File: src/rtl/mem_port_arbiter.sv
// Single-port RAM arbiter for fetch/load/store with a registered req/gnt handshake.
// Build option MEM_ARB_RR_EN: round-robin arbitration instead of fixed str > ldr > fetch priority.
module mem_port_arbiter #(
    parameter int DWIDTH = 16,
    parameter int AWIDTH = 8,
    parameter int RD_LAT = 1
) (
    input  logic              clk,
    input  logic              rst_n,
    input  logic              fetch_req,
    input  logic [AWIDTH-1:0] fetch_addr,
    output logic              fetch_gnt,
    output logic              fetch_vld,
    input  logic              ldr_req,
    input  logic [AWIDTH-1:0] ldr_addr,
    output logic              ldr_gnt,
    output logic              ldr_vld,
    input  logic              str_req,
    input  logic [AWIDTH-1:0] str_addr,
    input  logic [DWIDTH-1:0] str_wdata,
    output logic              str_gnt,
    output logic              str_done,
    output logic [DWIDTH-1:0] rdata,
    output logic              ram_en,
    output logic              ram_we,
    output logic [AWIDTH-1:0] ram_addr,
    output logic [DWIDTH-1:0] ram_wdata,
    input  logic [DWIDTH-1:0] ram_rdata,
    output logic              busy
);

    // state   | meaning
    // IDLE    | no access in flight; arbitrate on any req
    // ACCESS  | RAM samples the registered strobe this cycle
    // RD_WAIT | counting down read latency, capture rdata at zero
    typedef enum logic [1:0] {
        IDLE    = 2'd0,
        ACCESS  = 2'd1,
        RD_WAIT = 2'd2
    } state_t;

    // Requesters are kept one-hot: bit0 fetch, bit1 ldr, bit2 str.
    localparam logic [2:0] SEL_FETCH = 3'b001;
    localparam logic [2:0] SEL_LDR   = 3'b010;
    localparam logic [2:0] SEL_STR   = 3'b100;
    localparam logic [1:0] CNT_INIT  = 2'(RD_LAT - 1);

    state_t            state_q, state_d;
    logic [1:0]        cnt_q, cnt_d;
    logic [2:0]        sel_q, sel_d;
    logic [2:0]        gnt_q, gnt_d;
    logic [2:0]        vld_q, vld_d;
    logic              ram_en_q, ram_en_d;
    logic              ram_we_q, ram_we_d;
    logic              busy_q, busy_d;
    logic [AWIDTH-1:0] ram_addr_q, ram_addr_d;
    logic [DWIDTH-1:0] ram_wdata_q, ram_wdata_d;
    logic [DWIDTH-1:0] rdata_q, rdata_d;
    logic [2:0]        req;
    logic [2:0]        win;

    assign req = {str_req, ldr_req, fetch_req};

`ifdef MEM_ARB_RR_EN
    logic [2:0] ptr_q, ptr_d;

    // Search starts just after the last granted requester.
    always_comb begin
        win = 3'b000;
        case (ptr_q)
            SEL_LDR: win = req[2] ? SEL_STR : req[0] ? SEL_FETCH : req[1] ? SEL_LDR : 3'b000;
            SEL_STR: win = req[0] ? SEL_FETCH : req[1] ? SEL_LDR : req[2] ? SEL_STR : 3'b000;
            default: win = req[1] ? SEL_LDR : req[2] ? SEL_STR : req[0] ? SEL_FETCH : 3'b000;
        endcase
    end
`else
    always_comb begin
        win = req[2] ? SEL_STR : req[1] ? SEL_LDR : req[0] ? SEL_FETCH : 3'b000;
    end
`endif

    always_comb begin
        state_d     = state_q;
        cnt_d       = cnt_q;
        sel_d       = sel_q;
        gnt_d       = 3'b000;
        vld_d       = 3'b000;
        ram_en_d    = 1'b0;
        ram_we_d    = 1'b0;
        ram_addr_d  = ram_addr_q;
        ram_wdata_d = ram_wdata_q;
        rdata_d     = rdata_q;
`ifdef MEM_ARB_RR_EN
        ptr_d       = ptr_q;
`endif
        case (state_q)
            IDLE: begin
                if (|req) begin
                    sel_d      = win;
                    gnt_d      = win;
                    ram_en_d   = 1'b1;
                    ram_addr_d = win[2] ? str_addr : (win[1] ? ldr_addr : fetch_addr);
                    if (win[2]) begin
                        ram_we_d    = 1'b1;
                        ram_wdata_d = str_wdata;
                    end
`ifdef MEM_ARB_RR_EN
                    ptr_d      = win;
`endif
                    state_d    = ACCESS;
                end
            end
            ACCESS: begin
                if (sel_q[2]) begin
                    vld_d   = SEL_STR;
                    state_d = IDLE;
                end else begin
                    cnt_d   = CNT_INIT;
                    state_d = RD_WAIT;
                end
            end
            RD_WAIT: begin
                if (cnt_q == 2'd0) begin
                    rdata_d = ram_rdata;
                    vld_d   = sel_q;
                    state_d = IDLE;
                end else begin
                    cnt_d = cnt_q - 2'd1;
                end
            end
            default: state_d = IDLE;
        endcase
        busy_d = (state_d != IDLE);
    end

    always_ff @(posedge clk or negedge rst_n) begin
        if (!rst_n) begin
            state_q     <= IDLE;
            cnt_q       <= 2'd0;
            sel_q       <= 3'b000;
            gnt_q       <= 3'b000;
            vld_q       <= 3'b000;
            ram_en_q    <= 1'b0;
            ram_we_q    <= 1'b0;
            busy_q      <= 1'b0;
            ram_addr_q  <= '0;
            ram_wdata_q <= '0;
            rdata_q     <= '0;
        end else begin
            state_q     <= state_d;
            cnt_q       <= cnt_d;
            sel_q       <= sel_d;
            gnt_q       <= gnt_d;
            vld_q       <= vld_d;
            ram_en_q    <= ram_en_d;
            ram_we_q    <= ram_we_d;
            busy_q      <= busy_d;
            ram_addr_q  <= ram_addr_d;
            ram_wdata_q <= ram_wdata_d;
            rdata_q     <= rdata_d;
        end
    end

`ifdef MEM_ARB_RR_EN
    always_ff @(posedge clk or negedge rst_n) begin
        if (!rst_n) begin
            ptr_q <= SEL_FETCH;
        end else begin
            ptr_q <= ptr_d;
        end
    end
`endif

    assign fetch_gnt = gnt_q[0];
    assign ldr_gnt   = gnt_q[1];
    assign str_gnt   = gnt_q[2];
    assign fetch_vld = vld_q[0];
    assign ldr_vld   = vld_q[1];
    assign str_done  = vld_q[2];
    assign ram_en    = ram_en_q;
    assign ram_we    = ram_we_q;
    assign ram_addr  = ram_addr_q;
    assign ram_wdata = ram_wdata_q;
    assign rdata     = rdata_q;
    assign busy      = busy_q;

endmodule

File: config.mk
export PLATFORM = sky130hd
export DESIGN_NAME = mem_port_arbiter
export DESIGN_NICKNAME = d
export VERILOG_FILES = /design/src/rtl/mem_port_arbiter.sv
export SDC_FILE = /design/constraint.sdc
export NUM_CORES = 1
export LEC_CHECK = 0
export CELL_PAD_IN_SITES_DETAIL_PLACEMENT = 0
export CELL_PAD_IN_SITES_GLOBAL_PLACEMENT = 1
export CORE_ASPECT_RATIO = 1.2
export CORE_MARGIN = 2
export CORE_UTILIZATION = 34
export CTS_CLUSTER_DIAMETER = 200
export DETAILED_ROUTE_END_ITERATION = 7
export PLACE_DENSITY = 0.93
export SETUP_SLACK_MARGIN = 0.15
export SLEW_MARGIN = 20
export SYNTH_ARGS = -nofsm -noshare
export SYNTH_HDL_FRONTEND = slang
export SYNTH_SLANG_ARGS = --single-unit
export TNS_END_PERCENT = 20
File: constraint.sdc
create_clock -name clk -period 4.1 [get_ports clk]
set_input_delay 0.615 -clock clk [delete_from_list [all_inputs] [get_ports clk]]
set_output_delay 0.615 -clock clk [all_outputs]
set_load 0.01 [all_outputs]
== Word level (Yosys, flattened, before mapping) ==
Index checks and enable logic that the tools add are counted.

* Register bits: 56
* Word-level logic and storage cells: 47
* Input port bits: 61

* $add $sub $neg: 1
* Reduce and logical (&&, ||, !) cells: 9
* Multiplexer cells: 22
* Equality and inequality tests: 4

{| class="wikitable"
|+ Operators with widths
! kind !! count
|-
| 8-bit 2-to-1 mux || 2
|-
| 3-bit 2-to-1 mux || 5
|-
| 2-bit 2-to-1 mux || 6
|-
| 1-bit 2-to-1 mux || 6
|-
| 2-bit case mux with 3 select lines || 1
|-
| 3-bit case mux with 2 select lines || 1
|-
| 3-bit AND reduction || 2
|-
| 2-bit zero test || 2
|-
| 2-bit inequality test, second input constant || 2
|-
| 2-bit case mux with 2 select lines || 1
|-
| 2-bit AND reduction || 2
|-
| 2-bit nonzero test || 2
|-
| 3-bit OR reduction || 1
|-
| 2-bit by 1-bit equality test with 1-bit output, second input constant || 1
|-
| 2-bit equality test, second input constant || 1
|-
| 2-bit by 1-bit subtractor with 2-bit output, second input constant || 1
|}

== Longest topological paths before layout ==
* Word-level depth: 6
* Gate-level depth with buffers: 6

== Least setup slack after synthesis ==
OpenSTA, ideal clock, no wires.

* Path type: flip-flop to flip-flop
* From: reg state_q[0]
* To: reg ram_wdata_q[10], in the netlist ram_wdata[10]
* Arrival time: 1.473 ns
* Path slack: 2.503 ns
* Required time: 3.975 ns
* Stages on the path, launching flop included: 7
* Cells stage by stage: dfrtp_1 -> inv_1 -> ha_1 -> clkbuf_2 -> nand2_4 -> buf_2 -> mux2_2

* Cells in the longest elaborated chain, start to end: 2

{| class="wikitable"
|+ RTL lines
! item !! RTL line !! RTL
|-
| start, declared || 48 || <nowiki>state_t state_q, state_d;</nowiki>
|-
| start signal, assigned || 150 || <nowiki>state_q <= state_d;</nowiki>
|-
| 2-bit zero test || 96 || <nowiki>case (state_q)</nowiki>
|-
| 3-bit AND reduction (no source line) || -- ||
|-
| end signal, assigned || 159 || <nowiki>ram_wdata_q <= ram_wdata_d;</nowiki>
|-
| end, declared || 57 || <nowiki>logic [DWIDTH-1:0] ram_wdata_q, ram_wdata_d;</nowiki>
|}

No other way between the ends.
A chain may end at the register's enable or synchronous reset.

== Worst setup path after layout ==
* From: in str_req
* To: reg ram_addr_q[1], in the netlist ram_addr[1]

* Cells in the longest elaborated chain, start to end: 3

{| class="wikitable"
|+ RTL lines
! item !! RTL line !! RTL
|-
| start, declared || 18 || <nowiki>input logic str_req,</nowiki>
|-
| 3-bit 2-to-1 mux || 78 || <nowiki>win = req[2] ? SEL_STR : req[1] ? SEL_LDR : req[0] ? SEL_FETCH : 3'b000;</nowiki>
|-
| 8-bit 2-to-1 mux (2 in series) || 102 || <nowiki>ram_addr_d = win[2] ? str_addr : (win[1] ? ldr_addr : fetch_addr);</nowiki>
|-
| end signal, assigned || 158 || <nowiki>ram_addr_q <= ram_addr_d;</nowiki>
|-
| end, declared || 56 || <nowiki>logic [AWIDTH-1:0] ram_addr_q, ram_addr_d;</nowiki>
|}

Several ways; a longest one is shown, not always the timed one.

==> impl_metrics.yaml <==
yosys:
  mappedNetlistArea_um2: 2430
  synth_top_family_by_area: "multiplexers"
  synth.area.top_cells: "dfrtp_1, mux2_2, mux2_4"
  synth-warning-count: 0
  synth-adder-area-share: 0.0309
  netlist_top_cells_count: "dfrtp_1, mux2_2, nand2_1"
  ys_seq_elements: 55
  synth.distinct_cells: 34
  synth_xor_xnor_area_share: 0
  syn_inst: 180
  synth-simple-area-share: 0.0665
  yosysSeqAreaShare: 0.567
  synth-edff-count: 0
  synth-compound-area-share: 0.0654
  synth_flop_cell: "dfrtp_1"
  yosysMostFrequentCell: "dfrtp_1"
  avgSynthCellArea_um2: 13.5
  async_flop_share: 1.00
  yosys.area.top_type: "dfrtp_1"
  netlist.area_leader.share: 0.567
  syn-num-nets: 247
  synthMuxAreaShare: 0.235
critical_path:
  cp_max_fo: 22
  crit_required_ns: 4.29
  crit_type: "in -> reg"
  cp-startpoint: "str_req"
  cp-end-kind: "flip-flop"
  cp-start-kind: "input pin"
  critical_path.cell_chain: "clkdlybuf4s50_1 > o31ai_4 > inv_4 > mux2_4"
  worstPathArrival_ns: 2.41
  r2r_slack_ns: 2.17
  slowest_delay_ns: 0.82
  r2r_end: "rdata[11]"
  r2r-start: "state_q[0]"
  rr_worst_depth: 4
  crit_path_top_delay_cell: "clkdlybuf4s50_1"
cts:
  clockRootBuffer: "clkbuf_8"
  clk_latency_ns: 0.31
  holdBufCountCts: 0
  path_clk_slew_ns: 0.10
  clk_path_buf_depth: 2
  cts_sinks: 55
  htree_num_levels: 2
  cts_resized: 0
  cts_tree: "built"
  cts-buffers-inserted: 5
  postCtsSetupRepairBufs: 0
power:
  combPwrFrac: 0.478
  power_density_nw_per_um2: 662
  p_seq_frac: 0.376
  max-vdd-ir-drop_mv: 0.270
  switching_share: 0.304
  power_frac_clock: 0.146
  p_sw_uw: 743
  p_int_mw: 1.70
  p_leak_nw: 1.60
  design_power_total_mw: 2.44
job:
  maxCapViolCount: 0
sta:
  slew_headroom: 0.470
  skew_ns: 0.0108
  finalWorstPathRequiredPeriod_ns: 2.21
  hold_viol: 0
  whs_ns: 0.208
  rsz0062_at_grt: "no"
  tightest_slew_ns: 0.793
  fin_tns_setup_ns: 0
  fin_ws_ns: 1.89
  max_freq_mhz: 452
  fin_crit_sh: 0.540
  setup_viol: 0
  slew_violations: 0
drt:
  wl_um: 5220
  routedWlPerCell_um: 13.9
  viasPerCell: 4.66
  firstDrtPassIters: 4
  drc: 0
  ant_nets: 0
  via_count: 1753
  drtIter0Drc: 71
floorplan:
  start_util: 0.352
  dieArea_um2: 7840
  coreArea_um2: 6900
  io_pins: 110
  rows: 33
  die_w_um: 81.2
  die_h_um: 96.6
global_routing:
  grt_max_degree: 40
  grt_overflow: 0
  grt_pass1_wl_um: 8260
  track_usage: 0.135
  grt_pass1_vias: 1750
  antenna_found_initial: 0
placed_design:
  post-place-ws_ns: 1.56
  hpwl_um: 3940
  gp_congestion: 0.750
  port_buffers: 109
  place_area_um2: 3570
  dp.cells: 368
final_layout:
  area_growth_pct: 51.8
  antennaDiodeCount: 0
  final_util: 0.535
  fin_cells: 376
  ff_latch_area_um2: 1380
  fillers: 599
  multi_input_area_um2: 966
  postLayoutCellArea_um2: 3690
  drive_gt1_frac: 0.187
  nNetsFinal: 355
outcome:
  status: "finished clean"
worst_hold_path:
  hold_path.class: "in -> async"
==> per-layer routing <==
metal	vias up	wire, µm	GRT usage
met5	-	0	0
li1	842	-	-
met2	80	2610	0.233
met3	5	443	0.0446
met1	826	2140	0.164
met4	0	27	0.0297
==> sequential cells by signal (all words and copies together), names as in the netlist, 2 cells and up <==
register / count
cnt_q: 2
gnt_q: 3
ram_addr: 8
ram_wdata: 16
rdata: 16
sel_q: 3
state_q: 2
vld_q: 3
==> logic make-up (layout without fill, tap and decap cells) <==
group,Yosys count,after routing
buffers and inverters,16,125
AOI/OAI and AO/OA,22,22
and+or+nand+nor,32,32
adders and majority gates,6,6
DFF,55,55
muxes,49,49
==> power groups by stage <==
stage               Combinational, mW  Sequential [mW]  Clock [mW]
floorplan                       0.468             1.03           0
global placement                 1.16            0.920           0
detailed placement               1.18            0.927           0
CTS                              1.19            0.920       0.369
global route                     1.26            0.948       0.396
finish                           1.17            0.917       0.357
==> layout by cell type, fill, tap and decap left out <==
cell,count
a22oi_1,1
bufinv_16,1
nand2_1,14
o31ai_1,1
and2_1,2
o221ai_1,1
o22ai_1,1
o31ai_4,1
inv_1,6
buf_4,1
o21a_1,1
nor3_1,3
a311oi_2,1
ha_1,6
a21oi_1,2
mux2i_1,9
inv_4,1
and4_1,2
clkbuf_8,5
a21o_1,2
a31oi_1,1
nand2_4,1
and3b_1,1
o2bb2ai_1,1
buf_2,1
clkinv_4,1
clkdlybuf4s50_1,108
nor2b_1,2
mux2_4,8
o21ai_1,2
nor2_1,6
mux2_2,32
o21ai_0,7
clkinv_2,1
or3b_1,1
dfrtp_1,55
==> critical path, delay by kind of cell <==
kind | cells | cell delay [ns]
compound gates | 1 | 0.50
buf+inv | 2 | 0.97
mux | 1 | 0.32
==> final cells by class <==
cell class              count  share of cell area
clock buffers               5              0.0187
clock inverters             3              0.0119
inverters                   7             0.00781
multi-input cells         109               0.262
flip-flops and latches     55               0.373
well taps                  87              0.0295
repair buffers            110               0.297
==> worst max path at each step <==
stage               depth (start not counted)            end  slack (ns)
global route                                4    ram_addr[1]        1.79
global placement                            4    ram_addr[1]        1.64
CTS                                         4    ram_addr[1]        1.89
floorplan                                   6  ram_wdata[10]        2.50
detailed placement                          4    ram_addr[6]        1.56
finish                                      4    ram_addr[1]        1.89
Note: power is estimated with default switching activity, not from simulation.
